===== src/rtl/uart_tx_pkg.sv =====
// Shared types and helpers for the UART transmitter: FSM state encoding and
// counter width computation.
package uart_tx_pkg;

  typedef enum logic [1:0] {
    ST_IDLE  = 2'd0,
    ST_START = 2'd1,
    ST_DATA  = 2'd2,
    ST_STOP  = 2'd3
  } uart_state_e;

  // Width needed to hold 0..n-1, never narrower than one bit.
  function automatic int cnt_width(input int n);
    return (n <= 2) ? 1 : $clog2(n);
  endfunction

endpackage


===== src/rtl/uart_tx_baud_tick.sv =====
// Bit-period timer: counts 0..CLKS_PER_BIT-1 and flags the last cycle of each
// bit period; clr holds the count at zero.
module uart_baud_tick
  import uart_tx_pkg::*;
#(
  parameter int CLKS_PER_BIT = 868
) (
  input  logic clk,
  input  logic rst,
  input  logic clr,
  output logic tick
);

  localparam int TW = cnt_width(CLKS_PER_BIT);
  localparam logic [TW-1:0] LAST = TW'(CLKS_PER_BIT - 1);

  logic [TW-1:0] timer_q, timer_d;

  assign tick = (timer_q == LAST);

  always_comb begin
    timer_d = timer_q + TW'(1);
    if (clr || tick) timer_d = '0;
  end

  always_ff @(posedge clk or posedge rst) begin
    if (rst) timer_q <= '0;
    else     timer_q <= timer_d;
  end

endmodule


===== src/rtl/uart_tx.sv =====
// UART transmitter: accepts a word on a valid/ready handshake and sends a
// start bit, DATA_W data bits LSB first, then STOP_BITS stop bits on tx.
module uart_tx
  import uart_tx_pkg::*;
#(
  parameter int CLKS_PER_BIT = 868,
  parameter int DATA_W       = 8,
  parameter int STOP_BITS    = 1
) (
  input  logic              clk,
  input  logic              rst,
  input  logic [DATA_W-1:0] data,
  input  logic              valid,
  output logic              ready,
  output logic              tx,
  output logic              busy,
  output uart_state_e       dbg_state
);

  // Handshake: a word transfers on a rising edge where valid && ready.
  // ready is high only in IDLE; valid/data are ignored at all other times.

  localparam int BW = cnt_width(DATA_W + 1);

  uart_state_e       state_q, state_d;
  logic              tx_q, tx_d;
  logic [DATA_W-1:0] shift_q, shift_d;
  logic [BW-1:0]     bit_cnt_q, bit_cnt_d;
  logic              tick;

  // The timer is held cleared while idle, so acceptance starts a fresh period.
  uart_baud_tick #(.CLKS_PER_BIT(CLKS_PER_BIT)) u_baud (
    .clk  (clk),
    .rst  (rst),
    .clr  (state_q == ST_IDLE),
    .tick (tick)
  );

  assign ready     = (state_q == ST_IDLE);
  assign busy      = (state_q != ST_IDLE);
  assign tx        = tx_q;
  assign dbg_state = state_q;

  always_comb begin
    state_d   = state_q;
    tx_d      = tx_q;
    shift_d   = shift_q;
    bit_cnt_d = bit_cnt_q;
    case (state_q)
      ST_IDLE: begin
        tx_d      = 1'b1;
        bit_cnt_d = '0;
        if (valid) begin
          shift_d = data;
          tx_d    = 1'b0;
          state_d = ST_START;
        end
      end
      ST_START: begin
        if (tick) begin
          state_d   = ST_DATA;
          bit_cnt_d = '0;
          tx_d      = shift_q[0];
        end
      end
      ST_DATA: begin
        if (tick) begin
          shift_d = shift_q >> 1;
          // tx is registered, so present the next bit one edge early.
          if (bit_cnt_q == BW'(DATA_W - 1)) begin
            state_d   = ST_STOP;
            bit_cnt_d = '0;
            tx_d      = 1'b1;
          end else begin
            bit_cnt_d = bit_cnt_q + BW'(1);
            tx_d      = shift_q[1];
          end
        end
      end
      ST_STOP: begin
        tx_d = 1'b1;
        if (tick) begin
          if (bit_cnt_q == BW'(STOP_BITS - 1)) begin
            state_d   = ST_IDLE;
            bit_cnt_d = '0;
          end else begin
            bit_cnt_d = bit_cnt_q + BW'(1);
          end
        end
      end
      default: state_d = ST_IDLE;
    endcase
  end

  always_ff @(posedge clk or posedge rst) begin
    if (rst) begin
      state_q   <= ST_IDLE;
      tx_q      <= 1'b1;
      shift_q   <= '0;
      bit_cnt_q <= '0;
    end else begin
      state_q   <= state_d;
      tx_q      <= tx_d;
      shift_q   <= shift_d;
      bit_cnt_q <= bit_cnt_d;
    end
  end

endmodule


===== config.mk =====
export PLATFORM = sky130hd
export DESIGN_NAME = uart_tx
export DESIGN_NICKNAME = d
export VERILOG_FILES = /design/src/rtl/uart_tx_pkg.sv /design/src/rtl/uart_tx_baud_tick.sv /design/src/rtl/uart_tx.sv
export SDC_FILE = /design/constraint.sdc
export NUM_CORES = 1
export LEC_CHECK = 0
export CORE_ASPECT_RATIO = 0.8
export CORE_MARGIN = 3
export CORE_UTILIZATION = 55
export DETAILED_ROUTE_END_ITERATION = 7
export PLACE_DENSITY = 0.89
export SYNTH_ARGS = -nofsm -noshare
export SYNTH_HDL_FRONTEND = slang
export SYNTH_HIERARCHICAL = 1
export SYNTH_SLANG_ARGS = --single-unit
export TNS_END_PERCENT = 1

===== constraint.sdc =====
create_clock -name clk -period 4.28 [get_ports clk]
set_input_delay 0.642 -clock clk [delete_from_list [all_inputs] [get_ports clk]]
set_output_delay 0.642 -clock clk [all_outputs]
set_load 0.02 [all_outputs]

Yosys cells after proc, flatten, opt, wreduce, memory -nomap -nowiden
Cells that the tools add are included.

Register bits after elaboration: 25. Input bits: 11. Output and inout port bits: 5.

Add/subtract/negate cells: 2. Equality and inequality tests: 11. Multiplexer cells: 22. Reductions and logical operators: 9.

Operators by type and width (number): 4-bit two-way mux (5); 8-bit two-way mux (2); 4-bit case mux with 4 select lines (1); 8-bit case mux with 2 select lines (1); 2-bit two-way mux (6); 10-bit by 1-bit adder with 10-bit output (second input constant) (1); 10-bit equality test (second input constant) (1); 10-bit two-way mux (1); 2-bit case mux with 4 select lines (1); 2-bit by 1-bit != test with 1-bit output (second input constant) (3); 2-bit != test (second input constant) (3); 3-bit AND reduction (2); 6-bit AND reduction (1); 4-bit by 1-bit adder with 4-bit output (second input constant) (1); 2-bit equality test (second input constant) (2); 4-bit by 3-bit equality test with 1-bit output (second input constant) (1); 4-bit logical NOT (1); 1-bit two-way mux (4); 1-bit case mux with 4 select lines (1); 2-bit nonzero test (2); 2-bit by 1-bit equality test with 1-bit output (second input constant) (1); 2-bit logical NOT (1); 2-bit AND reduction (1); 1-bit logical OR (1).

Depth between registers and ports, before layout
Gate-level depths: netlist (run 1).

Depth in word-level cells: 4. Gate-level depth with buffers: 9.

Cells and area by module
Netlist (run 1), hierarchy kept.

By module, submodules not included: uart_tx (times used 1, cells an instance 92, area an instance 905.9 µm², sequential area each 376.6 µm²); uart_baud_tick (times used 1, cells an instance 57, area an instance 569.3 µm², sequential area each 250.2 µm²).

Worst setup path after synthesis (run 1)
No wires, ideal clock.

Path kind: register -> register. Start point: register u_baud.timer_q[0]. End point: register state_q[1], in the netlist dbg_state[1]. Setup time: 0.125 ns. Arrival: 1.876 ns. Data required time: 4.155 ns. Path slack: 2.279 ns. Cell stages (with the launch flop): 8. Cell sequence: dfrtp_1 > ha_1 > nand4bb_4 > nor4_1 > buf_2 > nor2_1 > nor3_2 > mux2_4.

Word-level cells in the longest chain between the ends: 3. Elaborated cells on any way between the ends: 5.

RTL lines: start, declared (line uart_tx_baud_tick.sv:17) `logic [TW-1:0] timer_q, timer_d;`; start signal, assigned (line uart_tx_baud_tick.sv:28) `else timer_q <= timer_d;`; 10-bit equality test * (line uart_tx_baud_tick.sv:19) `assign tick = (timer_q == LAST);`; named net tick (line uart_tx.sv:29) `logic tick;`; 2-bit by 1-bit != test with 1-bit output (no source line); 6-bit AND reduction (no source line) *; end signal, assigned (line uart_tx.sv:102) `state_q <= state_d;`; end, declared (line uart_tx.sv:25) `uart_state_e state_q, state_d;`.

The timed path passes the listed nets; every way through them passes the cells marked *. A chain may end at the register's enable or synchronous reset.

Final worst setup path (run 1)
Start point: register state_q[0], in the netlist dbg_state[0]. End point: output port ready.

Word-level cells in the longest chain between the ends: 1.

RTL lines: 2-bit logical NOT (line uart_tx.sv:39) `assign ready = (state_q == ST_IDLE);`; end, declared (line uart_tx.sv:14) `output logic ready,`.

Every way passes these cells.

==> key figures, run 1 <==
Clock tree
  • Setup bufs post-CTS: 0
  • Latest clock arrival within the worst-skew pair: roughly 0.33 ns
  • CTS Sinks: 25
  • CTS tree: yes
  • CTS clock-pin slew for the worst setup and hold paths: 0.14 ns
  • Root cell of the clock tree: clkbuf_4
  • PostCTS Resize Cnt: 0
  • # hold bufs at CTS: 0
  • CTS H-Tree Depth: 1
  • CTS Buf Count: 3
  • CTS max path bufs: 2

Routing
  • DR pass1 iterations: 4
  • Drt wl/cell: 14.8 um
  • Post-DRT Antenna Nets: 0
  • Via density: 5.91
  • Total Wirelength: 2950 um
  • DRT iter0 DRCs: 67
  • Via Count: 1177
  • Residual DRC: 0

Power and ir drop
  • Pleak: 0.666 nW
  • P per Cell Area: 224 mW/mm^2
  • PnR Total Power: 0.373 mW
  • Maximum vdd drop: 260 uV

Finish
  • Fill count: 197
  • Antenna cells: 0
  • Fin area: 0.00166 sq mm
  • Fin cells: 199
  • Final nets: 183
  • Layout cells sized above 1: 0.0798
  • Synth-to-Final Area Change: 12.7%
  • Final Util: 0.665

Yosys
  • Sequential share of the synthesized area: 0.425
  • Yosys synthesis warning count: 6
  • Cell Area, Synth: ~0.0015 sq mm
  • Top FF cell, synth: dfrtp_1
  • Number of synthesized flops with an enable pin: 0
  • Post-Syn Instances: 149
  • Largest area contributor in the netlist: dfrtp_1
  • Synth top area cells: dfrtp_1 41%, ha_1 6.8%, mux2i_1 6.8%, nor2_1 5.1%, a21oi_1 4.7%
  • Net Count, Synth: 168
  • Ys async rst share: 1.00
  • Synth top area share: 0.407
  • Yosys reg bits: 25
  • Synth Area per Inst: 9.90 sq um
  • Yosys cell types: 35

GRT
  • GR peak layer: met2
  • GRT overflow: 0
  • Initial antenna violation count: 0
  • Met3 Usage GRT: 0.0386
  • Number of global-route vias before repair: about 1100
  • Global Route Usage Sum: 0.200
  • Global-route wire length before repair: approximately 5100 um
  • M1 GR Usage: 0.249
  • Largest net degree at the start of global routing: 16
  • GR Util met2: 0.350

Die
  • DIE WIDTH: 63.9 um
  • Die area: 0.00334 sq mm
  • Top Ports: 16
  • Core area: 0.00250 sq mm
  • FP Rows: 16
  • Die height: 52.3 um
  • Initial Utilization: 0.590

Setup path
  • Worst Reg-to-Reg Cells: 8
  • Crit path from: dbg_state[0]
  • Worst EP arrival: 1.93 ns
  • CP max FO: 7
  • Worst Path Class, Setup: register to output pin
  • WP data required: between 3 and 4 ns
  • Worst r2r src: u_baud/timer_q[0]
  • Crit path launch type: register
  • Setup crit end: ready
  • R2r endpoint: shift_q[3]
  • Reg2Reg Setup Slack: 1.84 ns
  • CP endpoint kind: output pin

Timing
  • Unrepaired setup endpoints after global routing: false
  • Final setup vio count: 0
  • Hold violation count in the final report: 0
  • Final Hold Slack: 0.542 ns
  • Final Max Tran Viols: 0
  • Period Utilization, post-route: 0.602
  • Final worst path period need: 2.58 ns
  • Clk_skew: 0.00290 ns
  • Total Neg Setup Slack: 0 ns
  • Worst-Margin Slew: approximately 0.80 ns
  • Fmax: 0.388 GHz
  • Slew margin rel.: 0.463
  • Setup WS post-layout: 1.70 ns

Placement
  • # placed instances: a little under 200
  • PortBufs: 15
  • HPWL after DPL: 2220 um
  • GP Congestion: 0.846
  • Pre-CTS setup slack: 1.91 ns
  • Area after DPL: 0.00163 sq mm

Min path
  • HP Start: u_baud/timer_q[0]
  • HP Class: register to register

Status
  • Run status: finished clean

Job
  • Max-Cap Viols: 0
==> worst max-delay path, cell delays in order (launching register included) <==
cell and delay (ns):
dfrtp_1 0.45, inv_1 0.15, ha_1 0.35, clkdlybuf4s50_1 0.66
==> cells by family after synthesis <==
kind of cell    share of synthesized area
xor+xnor                           0.0178
buf+inv                            0.0534
flops                               0.425
simple gates                        0.216
compound gates                      0.142
fa+ha+maj                          0.0679
mux                                0.0780
==> state kept, by name, summed over array words and instances, names as in the netlist <==
signal and cells:
tx 1, shift_q 8, u_baud/timer_q 10, dbg_state 2, bit_cnt_q 4
==> final cells by class <==
cell class,count,area [sq um],share of cell area
clock buffers,3,22.5,0.0135
flip-flops and latches,25,627,0.377
well taps,36,45.0,0.0271
inverters,9,33.8,0.0203
clock inverters,1,7.51,0.00451
repair buffers,16,158,0.0948
multi-input cells,109,769,0.463
==> report_power, final <==
part           leakage (nW)  internal [mW]  switching [mW]
clock                0.0139         0.0358          0.0747
sequential            0.305          0.240         0.00204
combinational         0.348         0.0115         0.00918
==> layout by cell type (no fill, tap or decap), types with 2 or more instances in the layout <==
master | synthesis | layout
nor2_1 | 20 | 20
or3_1 | 4 | 4
nor3_1 | 4 | 4
o31ai_1 | 3 | 3
xor2_1 | 2 | 2
inv_1 | 9 | 9
o21ai_0 | 8 | 8
nor2b_1 | 3 | 3
clkdlybuf4s50_1 | 0 | 15
nand2_1 | 7 | 7
ha_1 | 8 | 8
dfrtp_1 | 24 | 24
clkbuf_4 | 0 | 3
mux2i_1 | 10 | 10
nand3_1 | 8 | 8
nand4_1 | 2 | 2
a21oi_1 | 14 | 14
==> cell usage after synthesis (all sizes together) (2+ instances only) <==
cell type and instances:
buf 6, o31ai 3, ha 8, inv 9, nand4 2, nor3 5, nand3 8, or3 4
nor2b 3, nor2 20, nand2 7, dfrtp 24, a21oi 14, mux2i 10, xor2 2, nand4bb 2
o21ai 8
==> routing by layer <==
| layer | routed length (um) | part of all wire |
|---|---|---|
| met1 | 1260 | 0.43 |
| met2 | 1470 | 0.50 |
| met3 | 182 | 0.062 |
| met4 | 37 | 0.013 |
| met5 | 0 | 0 |
==> worst min path at each step <==
| stage | endpoint | slack (ns) | cells past startpoint |
|---|---|---|---|
| final | u_baud/timer_q[0] | 0.54 | 1 |
| after global placement | shift_q[7] | 0.50 | 2 |
| after floorplan | shift_q[7] | 0.47 | 2 |
| after detailed placement | u_baud/timer_q[0] | 0.52 | 1 |
| after CTS | u_baud/timer_q[0] | 0.54 | 1 |
| after global routing | u_baud/timer_q[0] | 0.58 | 1 |
(Power assumes the default switching activity.)
==> inputs of run 2 (changes only) <==
Settings changed: CORE_UTILIZATION 55 to 50, PLACE_DENSITY 0.89 to 0.86.
Clock period 4.28 ns to 2.09 ns, I/O delays scaled along.
==> run 2 against run 1 <==
Net effect: clock power grew to 2.6 times the previous value; combinational power is 110% higher; largest power group unchanged; hold slack worse by 0.19 ns; critical path type is now register to register; die area is 8.9% higher; largest cell class unchanged.
==> key figures, run 2 (synthesis gave the netlist of run 1 again) <==
Setup path
  • Crit path launch type: register (unchanged)
  • Worst EP arrival: 2.16 ns (was 1.93 ns)
  • CP endpoint kind: register (was output pin)
  • R2r endpoint: dbg_state[1] (was shift_q[3])
  • Worst r2r src: u_baud/timer_q[1] (was u_baud/timer_q[0])
  • Worst Path Class, Setup: register to register (was register to output pin)
  • CP max FO: 6 (was 7)
  • Reg2Reg Setup Slack: 0.09 ns (was 1.84 ns)
  • WP data required: 2.25 ns (was 3.64 ns)
  • Worst Reg-to-Reg Cells: 7 (was 8)

Die
  • FP Rows: 16 (unchanged)
  • Die area: 0.00364 sq mm (was 0.00334 sq mm)
  • Top Ports: 16 (unchanged)
  • Initial Utilization: 0.563 (was 0.590)
  • Core area: 0.00262 sq mm (was 0.00250 sq mm)
  • Die height: 54.6 um (was 52.3 um)
  • DIE WIDTH: 66.7 um (was 63.9 um)

Status
  • Run status: finished clean (unchanged)

Power and ir drop
  • PnR Total Power: 0.822 mW (was 0.373 mW)
  • Maximum vdd drop: 473 uV (was 260 uV)
  • Pleak: 0.740 nW (was 0.666 nW)
  • P per Cell Area: 458 mW/mm^2 (was 224 mW/mm^2)

Finish
  • Layout cells sized above 1: 0.160 (was 0.0798)
  • Largest regs: u_baud/timer_q: 10 flops, shift_q: 8 flops, bit_cnt_q: 4 flops (unchanged)
  • Synth-to-Final Area Change: 21.8% (was 12.7%)
  • Max FFs per register: 10 (unchanged)
  • Antenna cells: 0 (unchanged)
  • Fin area: 0.00180 sq mm (was 0.00166 sq mm)
  • Largest Register: u_baud/timer_q (unchanged)
  • Most common cell after layout, fill and taps aside: dfrtp_1 (unchanged)
  • Most frequent cells in the layout: 24 x dfrtp_1, 20 x nor2_1, 14 x a21oi_1, 13 x clkdlybuf4s50_1, 13 x buf_4 (was 24 x dfrtp_1, 20 x nor2_1, 15 x clkdlybuf4s50_1, 14 x a21oi_1, 10 x mux2i_1)
  • Final nets: 195 (was 183)

Clock tree
  • CTS tree: yes (unchanged)
  • CTS max path bufs: 2 (unchanged)
  • CTS clock-pin slew for the worst setup and hold paths: 0.08 ns (was 0.14 ns)
  • CTS Buf Count: 3 (unchanged)
  • Latest clock arrival within the worst-skew pair: 0.27 ns (was 0.33 ns)
  • CTS Sinks: 25 (unchanged)
  • CTS H-Tree Depth: 1 (unchanged)
  • Root cell of the clock tree: clkbuf_8 (was clkbuf_4)

Routing
  • Residual DRC: 0 (unchanged)
  • Post-DRT Antenna Nets: 0 (unchanged)
  • Via density: 5.60 (was 5.91)
  • Total Wirelength: 3070 um (was 2950 um)
  • Drt wl/cell: 14.5 um (was 14.8 um)
  • Via Count: 1181 (was 1177)
  • DR pass1 iterations: 4 (unchanged)
  • DRT iter0 DRCs: 103 (was 67)

Timing
  • Worst-Margin Slew: 0.593 ns (was 0.803 ns)
  • Fmax: 0.500 GHz
  • Clk_skew: 0.00161 ns (was 0.00290 ns)
  • Hold violation count in the final report: 0 (unchanged)
  • Final Max Tran Viols: 0 (unchanged)
  • Slew margin rel.: 0.604 (was 0.463)
  • Setup WS post-layout: 0.0888 ns (was 1.70 ns)
  • Period Utilization, post-route: 0.958
  • Final worst path period need: 2.00 ns
  • Final setup vio count: 0 (unchanged)

GRT
  • Initial antenna violation count: 0 (unchanged)
  • GR Util met2: 0.357 (was 0.350)
  • Global Route Usage Sum: 0.190 (was 0.200)
  • Met3 Usage GRT: 0.0452 (was 0.0386)
  • Number of global-route vias before repair: 1128 (was 1124)
  • M1 GR Usage: 0.224 (was 0.249)
  • GRT overflow: 0 (unchanged)
  • Largest net degree at the start of global routing: 16 (unchanged)
  • Global-route wire length before repair: 5090 um (was 5080 um)
  • GR peak layer: met2 (unchanged)

Placement
  • Area after DPL: 0.00169 sq mm (was 0.00163 sq mm)
  • GP Congestion: 0.862 (was 0.846)
  • HPWL after DPL: 2390 um (was 2220 um)
  • Pre-CTS setup slack: -0.0901 ns (was 1.91 ns)
  • PortBufs: 15 (unchanged)

Job
  • Max-Cap Viols: 0 (unchanged)

Min path
  • HP Class: primary input to asynchronous set/reset pin (was register to register)
run 2: cell types whose count changed in the layout (fill, tap and decap cells not counted), sizes merged:
cell	delta
clkdlybuf4s50	-2
dlygate4sd2	+2
clkinv	+1
clkinvlp	-1
buf	+12
run 2: worst max-delay path by stage:
stage	cells after the start	from	endpoint	slack [ns]
6_report	7	u_baud/timer_q[1]	dbg_state[1]	0.09
5_1_grt	8	u_baud/timer_q[1]	dbg_state[0]	-0.01
4_1_cts	7	u_baud/timer_q[1]	dbg_state[1]	0.02
3_5_place_dp	7	u_baud/timer_q[1]	dbg_state[1]	-0.09
3_3_place_gp	7	u_baud/timer_q[1]	dbg_state[1]	0.1
2_1_floorplan	7	u_baud/timer_q[0]	dbg_state[1]	0.09
run 2: through the flow:
stage               utilization  cells  hold WS, ns  setup TNS, ns
global placement          0.646    203        0.495              0
floorplan                     -    149        0.154              0
finish                    0.685    211        0.353              0
detailed placement        0.646    203        0.517        -0.0901
global route              0.685    211        0.391        -0.0216
CTS                       0.665    207        0.358              0
run 2: cell type report:
cell class	count	area (sq um)
multi-input cells	109	800
clock buffers	3	41.3
fillers	192	826
repair buffers	28	245
inverters	9	33.8
clock inverters	1	5.00
flip-flops and latches	25	627
well taps	36	45.0
run 2: critical path: stages, from the launching register on:
cell and delay (ns):
dfrtp_1 0.45, ha_4 0.18, nand4bb_4 0.16, nor4_4 0.24, buf_4 0.18, nor2_1 0.09
nor3_2 0.28, mux2_4 0.32
run 2: power by group:
group / switching [mW] / internal [mW] / leakage, nW / total, mW
logic: 0.0189 / 0.0235 / 0.410 / 0.0424
registers: 0.00369 / 0.490 / 0.305 / 0.494
clock network: 0.152 / 0.133 / 0.0255 / 0.286
run 2: what timing repair did:
action / CTS / global route
hold buffers: 0 / 0
pin swaps: 1 / 1
endpoints found under the hold margin: 0 / 0
endpoints found under the setup margin: 3 / 9
gates resized for setup: 3 / 4
setup buffers: 0 / 4
run 2: metal layers:
metal | share of wire | up-vias
met1 | 0.42 | 564
li1 | - | 580
met4 | 0.012 | 0
met3 | 0.050 | 4
met2 | 0.52 | 33
met5 | 0 | -
